[src/rtl/osnt_tx_arb_pkg.sv]
// Shared constants and helpers for the OSNT tx packet arbiter and its round-robin picker.
package osnt_tx_arb_pkg;

  localparam logic [1:0] ST_IDLE = 2'd0;
  localparam logic [1:0] ST_SEND = 2'd1;
  localparam logic [1:0] ST_GAP  = 2'd2;

  // Bits per tkeep lane; tkeep width = data width / BYTE_W.
  localparam int BYTE_W = 8;

  function automatic int clog2(input int n);
    int r;
    r = 0;
    for (int i = 0; i < 31; i++) begin
      if ((1 << i) < n) r = i + 1;
    end
    return r;
  endfunction

endpackage

[src/rtl/osnt_rr_pick.sv]
// Combinational round-robin picker: first eligible index searched from ptr+1 modulo N.
module osnt_rr_pick
  import osnt_tx_arb_pkg::*;
#(
  parameter int N  = 2,
  parameter int PW = clog2(N)
) (
  input  logic [N-1:0]  elig,
  input  logic [PW-1:0] ptr,
  output logic [PW-1:0] win,
  output logic          any
);

  always_comb begin
    int d;
    int best;
    win  = '0;
    any  = 1'b0;
    best = N;
    d    = 0;
    // Rank each requester by its distance past ptr; the smallest distance wins.
    for (int j = 0; j < N; j++) begin
      d = (j + N - int'(ptr) - 1) % N;
      if (elig[PW'(j)] && d < best) begin
        best = d;
        win  = PW'(j);
        any  = 1'b1;
      end
    end
  end

endmodule

[src/rtl/osnt_sume_tx_pkt_arbiter.sv]
// Packet-granular round-robin arbiter merging NUM_QUEUES AXI-Stream sources onto one tx path.
// Define OSNT_TX_ARB_IFG_EN to add a programmable idle gap (ifg_cycles) after every packet.
module osnt_sume_tx_pkt_arbiter
  import osnt_tx_arb_pkg::*;
#(
  parameter int C_AXIS_DATA_WIDTH  = 64,
  parameter int C_AXIS_TUSER_WIDTH = 128,
  parameter int NUM_QUEUES         = 2,
  parameter int C_S_AXI_DATA_WIDTH = 32,
  localparam int GW = clog2(NUM_QUEUES),
  localparam int KW = C_AXIS_DATA_WIDTH / BYTE_W
) (
  input  logic                                         axis_aclk,
  input  logic                                         axis_reset,
  input  logic [NUM_QUEUES*C_AXIS_DATA_WIDTH-1:0]      s_axis_tdata,
  input  logic [NUM_QUEUES*KW-1:0]                     s_axis_tkeep,
  input  logic [NUM_QUEUES*C_AXIS_TUSER_WIDTH-1:0]     s_axis_tuser,
  input  logic [NUM_QUEUES-1:0]                        s_axis_tvalid,
  input  logic [NUM_QUEUES-1:0]                        s_axis_tlast,
  output logic [NUM_QUEUES-1:0]                        s_axis_tready,
  output logic [C_AXIS_DATA_WIDTH-1:0]                 m_axis_tdata,
  output logic [KW-1:0]                                m_axis_tkeep,
  output logic [C_AXIS_TUSER_WIDTH-1:0]                m_axis_tuser,
  output logic                                         m_axis_tvalid,
  output logic                                         m_axis_tlast,
  input  logic                                         m_axis_tready,
  input  logic [NUM_QUEUES-1:0]                        queue_enable,
  input  logic [C_S_AXI_DATA_WIDTH-1:0]                ifg_cycles,
  input  logic                                         clear,
  output logic [NUM_QUEUES*C_S_AXI_DATA_WIDTH-1:0]     pkt_count,
  output logic [GW-1:0]                                cur_grant,
  output logic                                         busy
);

  logic [1:0]                    state;
  logic [GW-1:0]                 grant;
  logic [GW-1:0]                 rr_ptr;
  logic [GW-1:0]                 pick;
  logic                          any_elig;
  logic [NUM_QUEUES-1:0]         elig;
  logic                          last_beat;
  logic [C_S_AXI_DATA_WIDTH-1:0] cnt [NUM_QUEUES];

`ifdef OSNT_TX_ARB_IFG_EN
  logic [C_S_AXI_DATA_WIDTH-1:0] gap_cnt;
`else
  logic unused_ifg;
  assign unused_ifg = ^ifg_cycles;
`endif

  assign elig = s_axis_tvalid & queue_enable;

  osnt_rr_pick #(
    .N  (NUM_QUEUES),
    .PW (GW)
  ) u_pick (
    .elig (elig),
    .ptr  (rr_ptr),
    .win  (pick),
    .any  (any_elig)
  );

  // The granted slice is passed straight through so a packet moves one beat per cycle.
  always_comb begin
    m_axis_tdata  = '0;
    m_axis_tkeep  = '0;
    m_axis_tuser  = '0;
    m_axis_tvalid = 1'b0;
    m_axis_tlast  = 1'b0;
    s_axis_tready = '0;
    if (state == ST_SEND) begin
      m_axis_tdata  = s_axis_tdata[int'(grant)*C_AXIS_DATA_WIDTH +: C_AXIS_DATA_WIDTH];
      m_axis_tkeep  = s_axis_tkeep[int'(grant)*KW +: KW];
      m_axis_tuser  = s_axis_tuser[int'(grant)*C_AXIS_TUSER_WIDTH +: C_AXIS_TUSER_WIDTH];
      m_axis_tvalid = s_axis_tvalid[grant];
      m_axis_tlast  = s_axis_tlast[grant];
      s_axis_tready[grant] = m_axis_tready;
    end
  end

  assign last_beat = m_axis_tvalid & m_axis_tready & m_axis_tlast;
  assign busy      = (state != ST_IDLE);
  assign cur_grant = grant;

  always_ff @(posedge axis_aclk) begin
    if (axis_reset) begin
      state  <= ST_IDLE;
      grant  <= '0;
      rr_ptr <= GW'(NUM_QUEUES - 1);
`ifdef OSNT_TX_ARB_IFG_EN
      gap_cnt <= '0;
`endif
    end else begin
      case (state)
        ST_IDLE: begin
          if (any_elig) begin
            grant <= pick;
            state <= ST_SEND;
          end
        end
        ST_SEND: begin
          if (last_beat) begin
            rr_ptr <= grant;
`ifdef OSNT_TX_ARB_IFG_EN
            if (ifg_cycles != '0) begin
              gap_cnt <= ifg_cycles;
              state   <= ST_GAP;
            end else begin
              state <= ST_IDLE;
            end
`else
            state <= ST_IDLE;
`endif
          end
        end
`ifdef OSNT_TX_ARB_IFG_EN
        ST_GAP: begin
          gap_cnt <= gap_cnt - C_S_AXI_DATA_WIDTH'(1);
          if (gap_cnt <= C_S_AXI_DATA_WIDTH'(1)) state <= ST_IDLE;
        end
`endif
        default: state <= ST_IDLE;
      endcase
    end
  end

  // clear wins over a same-cycle increment.
  always_ff @(posedge axis_aclk) begin
    for (int i = 0; i < NUM_QUEUES; i++) begin
      if (axis_reset || clear) begin
        cnt[i] <= '0;
      end else if (last_beat && grant == GW'(i)) begin
        cnt[i] <= cnt[i] + C_S_AXI_DATA_WIDTH'(1);
      end
    end
  end

  for (genvar gi = 0; gi < NUM_QUEUES; gi++) begin : g_cnt
    assign pkt_count[gi*C_S_AXI_DATA_WIDTH +: C_S_AXI_DATA_WIDTH] = cnt[gi];
  end

endmodule

[config.mk]
export PLATFORM = sky130hd
export DESIGN_NAME = osnt_sume_tx_pkt_arbiter
export DESIGN_NICKNAME = d
export VERILOG_FILES = /design/src/rtl/osnt_tx_arb_pkg.sv /design/src/rtl/osnt_rr_pick.sv /design/src/rtl/osnt_sume_tx_pkt_arbiter.sv
export SDC_FILE = /design/constraint.sdc
export NUM_CORES = 1
export LEC_CHECK = 0
export BUFFER_PORTS_ARGS = -buffer_cell sky130_fd_sc_hd__buf_2
export CELL_PAD_IN_SITES_DETAIL_PLACEMENT = 0
export CELL_PAD_IN_SITES_GLOBAL_PLACEMENT = 2
export CORE_AREA = 2 2 276 278
export CTS_BUF_LIST = sky130_fd_sc_hd__clkbuf_16
export DETAILED_ROUTE_END_ITERATION = 6
export DIE_AREA = 0 0 278 280
export PLACE_DENSITY = 0.47
export SLEW_MARGIN = 20
export SYNTH_ARGS = -nofsm -noshare
export SYNTH_HDL_FRONTEND = slang
export SYNTH_HIERARCHICAL = 1
export SYNTH_SLANG_ARGS = --single-unit
[constraint.sdc]
create_clock -name axis_aclk -period 7.8 [get_ports axis_aclk]
set_clock_uncertainty 0.15 [all_clocks]
set_input_delay 1.56 -clock axis_aclk [delete_from_list [all_inputs] [get_ports axis_aclk]]
set_output_delay 1.56 -clock axis_aclk [all_outputs]
set_load 0.03 [all_outputs]
* Word-level counts from Yosys, hierarchy flattened *
Memory sizes are Yosys's and may differ from the RTL's.
Cells that the tools add are included.

storage, ports and cells
  memories = 1
  output and inout bits = 270
  bits of input ports = 442
  memory bits (writable) = 64
  flip-flop bits (word level) = 3
  word-level logic and storage cells = 37

cells by class
  muxes and demuxes = 16
  $add $sub $neg = 3
  order comparisons = 1
  reduce and logical (&&, ||, !) cells = 6
  equal/unequal tests = 3
  bitwise gates (word level) = 5

memories
  name  depth  width  read ports  clocked after Yosys merged registers in  write ports  RTL line                        source
  cnt   2      32     2           0                                        2            osnt_sume_tx_pkt_arbiter.sv:42  logic [C_S_AXI_DATA_WIDTH-1:0] cnt [NUM_QUEUES];

operators by type and width
  kind                                                  number
  two-way mux 128 bit                                   1
  two-way mux 64 bit                                    1
  adder 32 x 1 -> 32 bit (second input constant)        1
  two-way mux 32 bit                                    1
  subtractor 32 x 2 -> 32 bit (second input constant)   1
  two-way mux 1 bit                                     9
  two-way mux 8 bit                                     1
  bitwise AND 1 bit                                     4
  two-way mux 2 bit                                     2
  inequality test 2 bit (second input constant)         2
  case mux 2 bit (2 select lines)                       1
  AND reduction 2 bit                                   2
  < comparator 2 x 3 -> 1 bit (second input constant)   1
  subtractor 2 x 1 -> 3 bit (first input constant)      1
  equality test 2 x 1 -> 1 bit (second input constant)  1
  logical NOT 2 bit                                     1
  nonzero test 2 bit                                    1
  logical AND 1 bit                                     1
  logical OR 1 bit                                      1
  OR 1 bit                                              1

* Longest topological paths before layout *
  depth after elaboration = 8
  gate-level depth with buffers = 7
  depth with buffers taken out = 5

* Cells and area by module *
The synthesis kept the hierarchy.

modules (own cells, without submodules)
  module                    area an instance (um2)  instances  seq. area each (um2)  cells an instance
  osnt_sume_tx_pkt_arbiter  7268.2                  1          1981.9                821
  osnt_rr_pick              18.8                    1          0.0                   3

* Worst setup path before layout *
Ideal clock, no wire load.

  path kind = input to register
  start point = input m_axis_tready
  end point = memory cnt[0][0], enable pin
  path buffers = 0
  cell stages on the path = 2
  setup time = 466 ps
  data required time = 7184 ps
  data arrival time = 4000 ps
  slack = 3184 ps
  cell sequence = nand3b_1 o21ai_0

RTL lines
  item         RTL line                        source
  from (decl)  osnt_sume_tx_pkt_arbiter.sv:26  input logic m_axis_tready,
  to (decl)    osnt_sume_tx_pkt_arbiter.sv:42

==> key figures <==
Drt
  – Number of optimization iterations in the first detailed-route pass: 5
  – Via count: 8967
  – Via/cell ratio: ~3.6
  – Iter 0 DRT Violations: between 500 and 600
  – Routed Antenna Nets: 0
  – Total length of routed wires: between 60 and 70 mm
  – DRC: 0
  – Drt wl/cell: around 24 µm

Timing
  – Hold violation total from the final report: 0
  – Final Hold Slack: slightly below 0.5 ns
  – Slew Limit Headroom: ~25%
  – Clock period minus worst slack: ~4.5 ns
  – Final setup vio count: 0
  – FMAX: 0.223 GHz
  – Final max-slew violation count: 0
  – Measured slew at the worst slew-check pin: roughly 1.1 ns
  – Setup_tns: 0 ns
  – RSZ-0062 raised after global routing: false
  – Share of the cycle needed by the critical path after routing: ~57%

Run status
  – Run status: finished, final reports clean

Worst setup path
  – Family of cells with the greatest summed delay on the critical path: buffers and inverters
  – Critical path peak fanout: about 120
  – Required time at the endpoint of the critical path: around 6.1 ns
  – Cell breakdown of the critical path: buf_12, mux2i_1, nor2b_1, buf_2
  – Data arrival time of the critical path: about 2.8 ns
  – Kind of end point of the critical path: output port
  – Cell with the largest stage delay on the worst path: sky130_fd_sc_hd__dfxtp_4
  – Largest incremental delay on the critical path: between 0.7 and 0.8 ns
  – Crit Path Category: reg -> out
  – Kind of start point of the critical path: flip-flop
  – Buffers plus inverters on the worst setup path: 2

GRT
  – GRT Overall Usage: between 10% and 20%
  – Vias in the first global route: about 9000
  – Wire length of the first global-routing pass: ~80 mm
  – Number of antenna violations at the first check in global routing: 76
  – Overflow left after global routing: 0
  – Largest net degree at the start of global routing: ~130

Finish
  – Filler-free cell count of the finished design: approximately 2500
  – Fillers: slightly below 9000
  – Final Instance Area: roughly 12000 µm²
  – Share of post-route cells with drive strength above 1: between 40% and 50%
  – Register area: ~2000 µm²
  – Number of nets in the layout: about 1900
  – Area grow syn2layout: 66.0%
  – Area of the multi-input gates: just under 5000 µm²

CTS
  – Clock tree from TritonCTS: built
  – PostCTS Resize Cnt: 0
  – Clock transition at the registers of the reported paths: about 0.060 ns
  – Post-CTS Setup Bufs: 0
  – Maximum clock path buffer count: 2
  – Number of clock sinks: between 60 and 70
  – Depth of the CTS H-tree: 3
  – Count of hold buffers inserted by post-cts repair: 0
  – Clock root buffer: sky130_fd_sc_hd__clkbuf_16
  – Clk_lat worst skew: between 0.3 and 0.4 ns
  – Total clock buffers created by CTS: 9

Worst hold path
  – Classification of the worst-slack hold path: reg -> reg

Die
  – Placeable core area: 75200 µm²
  – Initial standard-cell utilization of the core: slightly below 10%
  – Die area: 77800 µm²
  – Rows: 101
  – Die outline height: between 200 and 300 µm
  – Overall die width: 278 µm
  – Top Ports: 712

Synth
  – Number of cells produced by synthesis: 820
  – Total nets after synthesis: 1264
  – Post-Synthesis Mean Instance Area: slightly below 9 µm²
  – Synth warn: 6
  – Post-synthesis instance area: 7250 µm²

Placement
  – Weighted congestion reported at the end of routability-driven placement: a little under 0.9
  – Post-detailed-placement half-perimeter wirelength: about 52 mm
  – I/O Buffers: between 600 and 700
  – Dpl cell area: 11700 µm²
  – Instance count after placement with tap cells included: approximately 2400

Pwr
  – Leak pwr: 5.18 nW
  – Largest vdd supply drop: 0.0935 mV
  – PD cells: ~110 nW/µm²

Job
  – Reported max-cap violation count: 0
through the flow:
step           power, mW  utilization [%]  worst slack (ns)
6_report            1.37             16.0              3.32
5_1_grt             1.43             15.9              3.22
4_1_cts             1.39             15.9              3.30
3_5_place_dp       0.965             15.5              3.36
3_3_place_gp       0.966             15.5              3.35
2_1_floorplan      0.720                -              3.18
cell type report:
cell class / instances / share of cell area [%]
clock inverter: 7 / 0.510
clock buffer: 9 / 1.87
sequential: 66 / 16.4
tap: 978 / 10.2
multi-input combinational: 677 / 41.3
antenna: 29 / 0.603
inverter: 11 / 0.343
timing repair buffer: 686 / 28.8
worst register-to-register path: stages, from the launching register on:
cell and delay, ns:
sky130_fd_sc_hd__edfxtp_1 0.49, sky130_fd_sc_hd__ha_1 0.28, sky130_fd_sc_hd__nand3_1 0.22, sky130_fd_sc_hd__or3_1 0.65, sky130_fd_sc_hd__or4_1 0.57, sky130_fd_sc_hd__a21oi_1 0.15
sequential cells by signal, indices dropped and copies added (netlist names):
register	cells
cur_grant	1
cnt	64
state	1
report_power, final:
group	internal [mW]	switching, mW	total [mW]
combinational	0.201	0.312	0.513
clock	0.244	0.173	0.417
sequential	0.404	0.0327	0.436
per-layer routing:
layer	share of wire, %	up-vias	global-route usage, %
met4	1.7	16	3.10
met3	12	74	5.77
met1	42	4136	19.0
met2	44	483	22.9
met5	0.16	-	1.19
li1	-	4258	-
path summary, 6_finish.rpt:
kind	from	endpoint	slack, ns	depth (start not counted)
max	cur_grant	m_axis_tdata[29]	3.32	4
min	cnt[0][0]	cnt[0][0]	0.49	1
max reg2reg	cnt[1][0]	cnt[1][26]	5.14	5
min reg2reg	cnt[0][0]	cnt[0][0]	0.49	1
placed cells by master (no fill, tap or decap), drive strengths merged:
| master | n |
|---|---|
| a21oi | 39 |
| a311oi | 1 |
| and2 | 6 |
| and3 | 5 |
| and4 | 7 |
| buf | 686 |
| bufinv | 1 |
| clkbuf | 9 |
| clkinv | 3 |
| clkinvlp | 2 |
| conb | 1 |
| dfxtp | 2 |
| diode | 29 |
| edfxtp | 64 |
| ha | 2 |
| inv | 12 |
| mux2i | 204 |
| nand2 | 26 |
| nand2b | 1 |
| nand3 | 21 |
| nand3b | 1 |
| nand4 | 16 |
| nand4bb | 1 |
| nor2 | 27 |
| nor2b | 203 |
| nor3 | 6 |
| nor4 | 6 |
| o21ai | 13 |
| o31ai | 27 |
| or2 | 2 |
| or3 | 13 |
| or4 | 29 |
| xnor2 | 14 |
| xor2 | 6 |
No activity file was read; power rests on OpenSTA's default activity.
